`config.mk`:
```
export PLATFORM = sky130hd
export DESIGN_NAME = uart_rx_sampler
export DESIGN_NICKNAME = d
export VERILOG_FILES = /design/src/rtl/uart_rx_sampler.sv
export SDC_FILE = /design/constraint.sdc
export NUM_CORES = 1
export LEC_CHECK = 0
export BUFFER_PORTS_ARGS = -buffer_cell sky130_fd_sc_hd__buf_2
export CAP_MARGIN = 15
export CORE_ASPECT_RATIO = 1.5
export CORE_UTILIZATION = 25
export CTS_BUF_LIST = sky130_fd_sc_hd__clkbuf_8 sky130_fd_sc_hd__clkbuf_16
export DETAILED_ROUTE_END_ITERATION = 7
export GPL_ROUTABILITY_DRIVEN = 0
export GPL_TIMING_DRIVEN = 0
export PLACE_DENSITY = 0.49
export REMOVE_ABC_BUFFERS = 1
export SLEW_MARGIN = 40
export SYNTH_ARGS = -nofsm -noshare
export SYNTH_HDL_FRONTEND = slang
export SYNTH_SLANG_ARGS = --single-unit
```
`constraint.sdc`:
```
create_clock -name clk -period 2.5 [get_ports clk]
set_input_delay 0.375 -clock clk [delete_from_list [all_inputs] [get_ports clk]]
set_output_delay 0.375 -clock clk [all_outputs]
set_load 0.01 [all_outputs]
```
`src/rtl/uart_rx_sampler.sv`:
```
// Bit timing and data capture for the uart_rx FSM: baud tick generation, centre sampling,
// LSB-first byte assembly, parity/stop checking. Define RX_MAJORITY_FILTER_EN for 2-of-3 glitch filtering.
module uart_rx_sampler #(
  parameter int BAUD_DIV   = 5208,
  parameter bit PARITY_ODD = 1'b0
) (
  input  logic       clk,
  input  logic       reset,
  input  logic       rx,
  input  logic       enable_half,
  input  logic       enable_max,
  output logic       enable_flag,
  output logic [7:0] rx_data,
  output logic       rx_valid,
  output logic       parity_error,
  output logic       framing_error
);
  localparam int CW = $clog2(BAUD_DIV);
  localparam logic [CW-1:0] TOP_HALF = CW'(BAUD_DIV / 2 - 1);
  localparam logic [CW-1:0] TOP_FULL = CW'(BAUD_DIV - 1);

  logic [1:0]    sync;
  logic          rx_s;
  logic          sample;
  logic [CW-1:0] cnt;
  logic [CW-1:0] top;
  logic          counting;
  logic          bit_flag;
  logic          stop_flag;
  logic [3:0]    bidx;
  logic [7:0]    shreg;
  logic          par_bit;
  logic          start_bad;

  // Synchroniser idles high so reset does not look like a start bit.
  always_ff @(posedge clk or negedge reset) begin
    if (!reset) sync <= 2'b11;
    else        sync <= {sync[0], rx};
  end
  assign rx_s = sync[1];

`ifdef RX_MAJORITY_FILTER_EN
  logic [2:0] hist;
  always_ff @(posedge clk or negedge reset) begin
    if (!reset) hist <= 3'b111;
    else        hist <= {hist[1:0], rx_s};
  end
  assign sample = (hist[0] & hist[1]) | (hist[0] & hist[2]) | (hist[1] & hist[2]);
`else
  assign sample = rx_s;
`endif

  assign counting    = enable_half | enable_max;
  assign top         = enable_half ? TOP_HALF : TOP_FULL;
  assign enable_flag = counting && (cnt == top);
  // enable_half wins if the FSM ever asserts both.
  assign bit_flag    = enable_flag & enable_max & ~enable_half;
  assign stop_flag   = bit_flag && (bidx == 4'd9);

  always_ff @(posedge clk or negedge reset) begin
    if (!reset)                      cnt <= '0;
    else if (!counting || enable_flag) cnt <= '0;
    else                             cnt <= cnt + 1'b1;
  end

  always_ff @(posedge clk or negedge reset) begin
    if (!reset) begin
      bidx      <= '0;
      shreg     <= '0;
      par_bit   <= 1'b0;
      start_bad <= 1'b0;
    end else begin
      if (enable_flag && enable_half) start_bad <= sample;
      if (!enable_max || enable_half) begin
        bidx <= '0;
      end else if (bit_flag) begin
        bidx <= bidx + 1'b1;
        if (bidx < 4'd8)       shreg   <= {sample, shreg[7:1]};
        else if (bidx == 4'd8) par_bit <= sample;
      end
    end
  end

  // Stop bit is judged straight from the sample so results land the cycle after its flag.
  always_ff @(posedge clk or negedge reset) begin
    if (!reset) begin
      rx_valid      <= 1'b0;
      rx_data       <= '0;
      parity_error  <= 1'b0;
      framing_error <= 1'b0;
    end else begin
      rx_valid <= stop_flag;
      if (stop_flag) begin
        rx_data       <= shreg;
        parity_error  <= ((^shreg) ^ par_bit) != PARITY_ODD;
        framing_error <= start_bad | ~sample;
      end
    end
  end
endmodule

```
==> out/qor.yml <==
drc: 0
fin_nets: 186
setup_ws_ns: 0.172
finalPower_mw: 1.39
postCtsHoldBufs: 0
die_area_um2: 8000
arrival_ns: 1.95
cp_max_fo: 5
fin_crit_sh_pct: 93.1
synth_top_flop_cell: "dfrtp_1"
cp_top_family: "simple AND/OR/NAND/NOR gates"
syn_area_um2: 1910
via_per_inst: 4.30
slew_headroom_pct: 56.7
peakVddDrop_mv: 0.310
fin_setup_tns_ns: 0
synth_area_leaders: "dfrtp_1 (50%), mux2_2 (11%), xnor2_1 (4.6%), xor2_1 (4.6%), nor2_1 (3.7%)"
drtIter0Drc: 51
port-buffer-count: 16
cp-start-kind: "register"
path_clk_slew_ns: 0.08
grt_antenna_before_repair: 0
path_class: "reg -> out"
synth_largest_area_cell: "dfrtp_1"
insertedDiodeCount: 0
groute.usage.overall_pct: 10.3
core_area_um2: 7320
yosys.cell_types.count: 36
slowest_delay_ns: 0.42
busiest_layer: "met2"
critPathBufInv: 1
power_density_nw_per_um2: 622
async_flop_share_pct: 100
synth_common_cells: "dfrtp_1 (38), nor2_1 (19), mux2_2 (18)"
fin_crit_ns: 2.33
required_ns: 2.12
num_rows: 38
cts.sink_count: 40
hold_path.class: "in -> async"
ios: 17
syn_inst: 158
status: "complete, no violations"
use_met2_pct: 17.9
slowest_stage: "or3b_4"
slew_viol_final: 0
layout-drive-gt1-share_pct: 30.7
place_ws_ns: 0.124
clock_path_buffers: 2
synth_edf_count: 0
place_hpwl_um: 2430
grtUsageMet1_pct: 11.4
synth_most_common_cell: "dfrtp_1"
rsz0062_at_grt: "no"
max_freq_mhz: 430
insertion_delay_ns: 0.29
yosysSeqAreaShare_pct: 52.6
cts_root_buffer: "clkbuf_8"
wire_per_inst_um: 12.2
grt_pass1_vias: 1301
via_count: 1201
drt.antenna.violating_nets: 0
synth_area_per_cell_um2: 12.1
final_area_um2: 2230
syn_to_final_growth_pct: 17.0
fin_hold_ws_ns: 0.0374
numCtsBuffers: 5
hold_violations: 0
layout.cells.non_filler: 279
grt_max_degree: 41
use_met3_pct: 3.33
drv_cap: 0
power_leakage_nw: 1.02
fp.dieH_um: 109
die_w_um: 73.4
drt-total-wl_um: 3400
crit_chain: "ha_2, or3b_4, a221oi_4, o21ai_2, nor2_1, buf_2"
fin_util_pct: 30.5
yosysWarnings: 0
finalSetupViolCount: 0
cts_tree: "done"
firstDrtPassIters: 4
grt_overflow: 0
grt_pass1_wl_um: 6220
synth_top_area_share_pct: 49.8
final.fill_count: 783
initial_core_util_pct: 26.1
h-tree-depth: 2
fin_worst_skew_ns: 0.00708
synth_seq_cells: 40
cp-end-kind: "output port"
dp.cells: 270
tightest_slew_ns: 0.644
postPlaceCellArea_um2: 2100
## cell families after synthesis
| logic type | Yosys count | synth area share, % |
|---|---|---|
| AO/OA/AOI/OAI | 14 | 6.49 |
| adder cells (fa/ha/maj) | 3 | 1.97 |
| XOR/XNOR | 20 | 9.17 |
| flip-flops | 40 | 52.6 |
| multiplexers | 19 | 11.2 |
| AND/OR/NAND/NOR | 55 | 16.6 |
| buffers and inverters | 7 | 1.97 |
## where the power goes
part	internal (mW)	leakage (nW)	total, mW	switching, mW
combinational	0.0491	0.416	0.109	0.0600
clock	0.327	0.0614	0.561	0.235
sequential	0.671	0.547	0.718	0.0466
total	1.05	1.02	1.39	0.341
## layer usage
layer / up-vias / share of wire [%] / wire length (µm)
met5: - / 0 / 0
met4: 0 / 2.4 / 81
met3: 10 / 3.4 / 116
met2: 15 / 52 / 1780
met1: 588 / 42 / 1420
li1: 588 / - / -
## registers in the layout, indices dropped and copies added, names as in the netlist
name / flops
sync: 2
cnt: 13
shreg: 8
parity_error: 1
rx_valid: 1
par_bit: 1
framing_error: 1
bidx: 4
rx_data: 8
start_bad: 1
## final timing paths
path	from	to	slack (ns)	depth (start not counted)
min	reset	cnt[11]	0.04	1
max	cnt[0]	enable_flag	0.17	6
max reg2reg	cnt[0]	par_bit	0.19	7
max in group asynchronous	reset	sync[0]	2.09	1
min in group clk	rx	sync[0]	0.18	1
min reg2reg	sync[0]	sync[1]	0.36	0
## timing repair
item | 4_1_cts | 5_1_grt
setup endpoints to repair | 1 | 4
setup buffers | 1 | 0
gates resized for setup | 1 | 1
## layout by cell type (no fill, tap or decap), drive strengths merged
| cell type | instances |
|---|---|
| o21ai | 5 |
| or3 | 1 |
| buf | 18 |
| or3b | 1 |
| o211a | 1 |
| nor3 | 1 |
| nor4 | 2 |
| nand4bb | 1 |
| o211ai | 2 |
| nor4b | 2 |
| xor2 | 10 |
| dfstp | 2 |
| a21oi | 2 |
| o21a | 2 |
| nand2b | 2 |
| nand3b | 2 |
| ha | 3 |
| xnor2 | 10 |
| nand3 | 9 |
| clkinv | 1 |
| nand2 | 5 |
| nand4b | 1 |
| inv | 2 |
| o32ai | 1 |
| and3 | 3 |
| dfrtp | 38 |
| nand4 | 3 |
| clkbuf | 6 |
| bufinv | 1 |
| nor2 | 20 |
| a221oi | 1 |
| mux2 | 19 |
| nor2b | 2 |
## worst register-to-register path: stages, from the launching register on
cell,delay [ns]
dfrtp_1,0.38
ha_2,0.24
or3b_4,0.42
a221oi_4,0.24
buf_4,0.19
o211ai_4,0.09
nor4b_2,0.30
mux2_1,0.34
## area by class of cell
type	count	area, µm²	share of cell area (%)
clock buffer	6	82.6	3.70
clock inverter	2	38.8	1.74
inverter	2	7.51	0.336
multi-input combinational	111	878	39.3
sequential	40	1000	44.9
tap	100	125	5.60
timing repair buffer	18	97.6	4.37
Note: power is estimated with default switching activity, not from simulation.
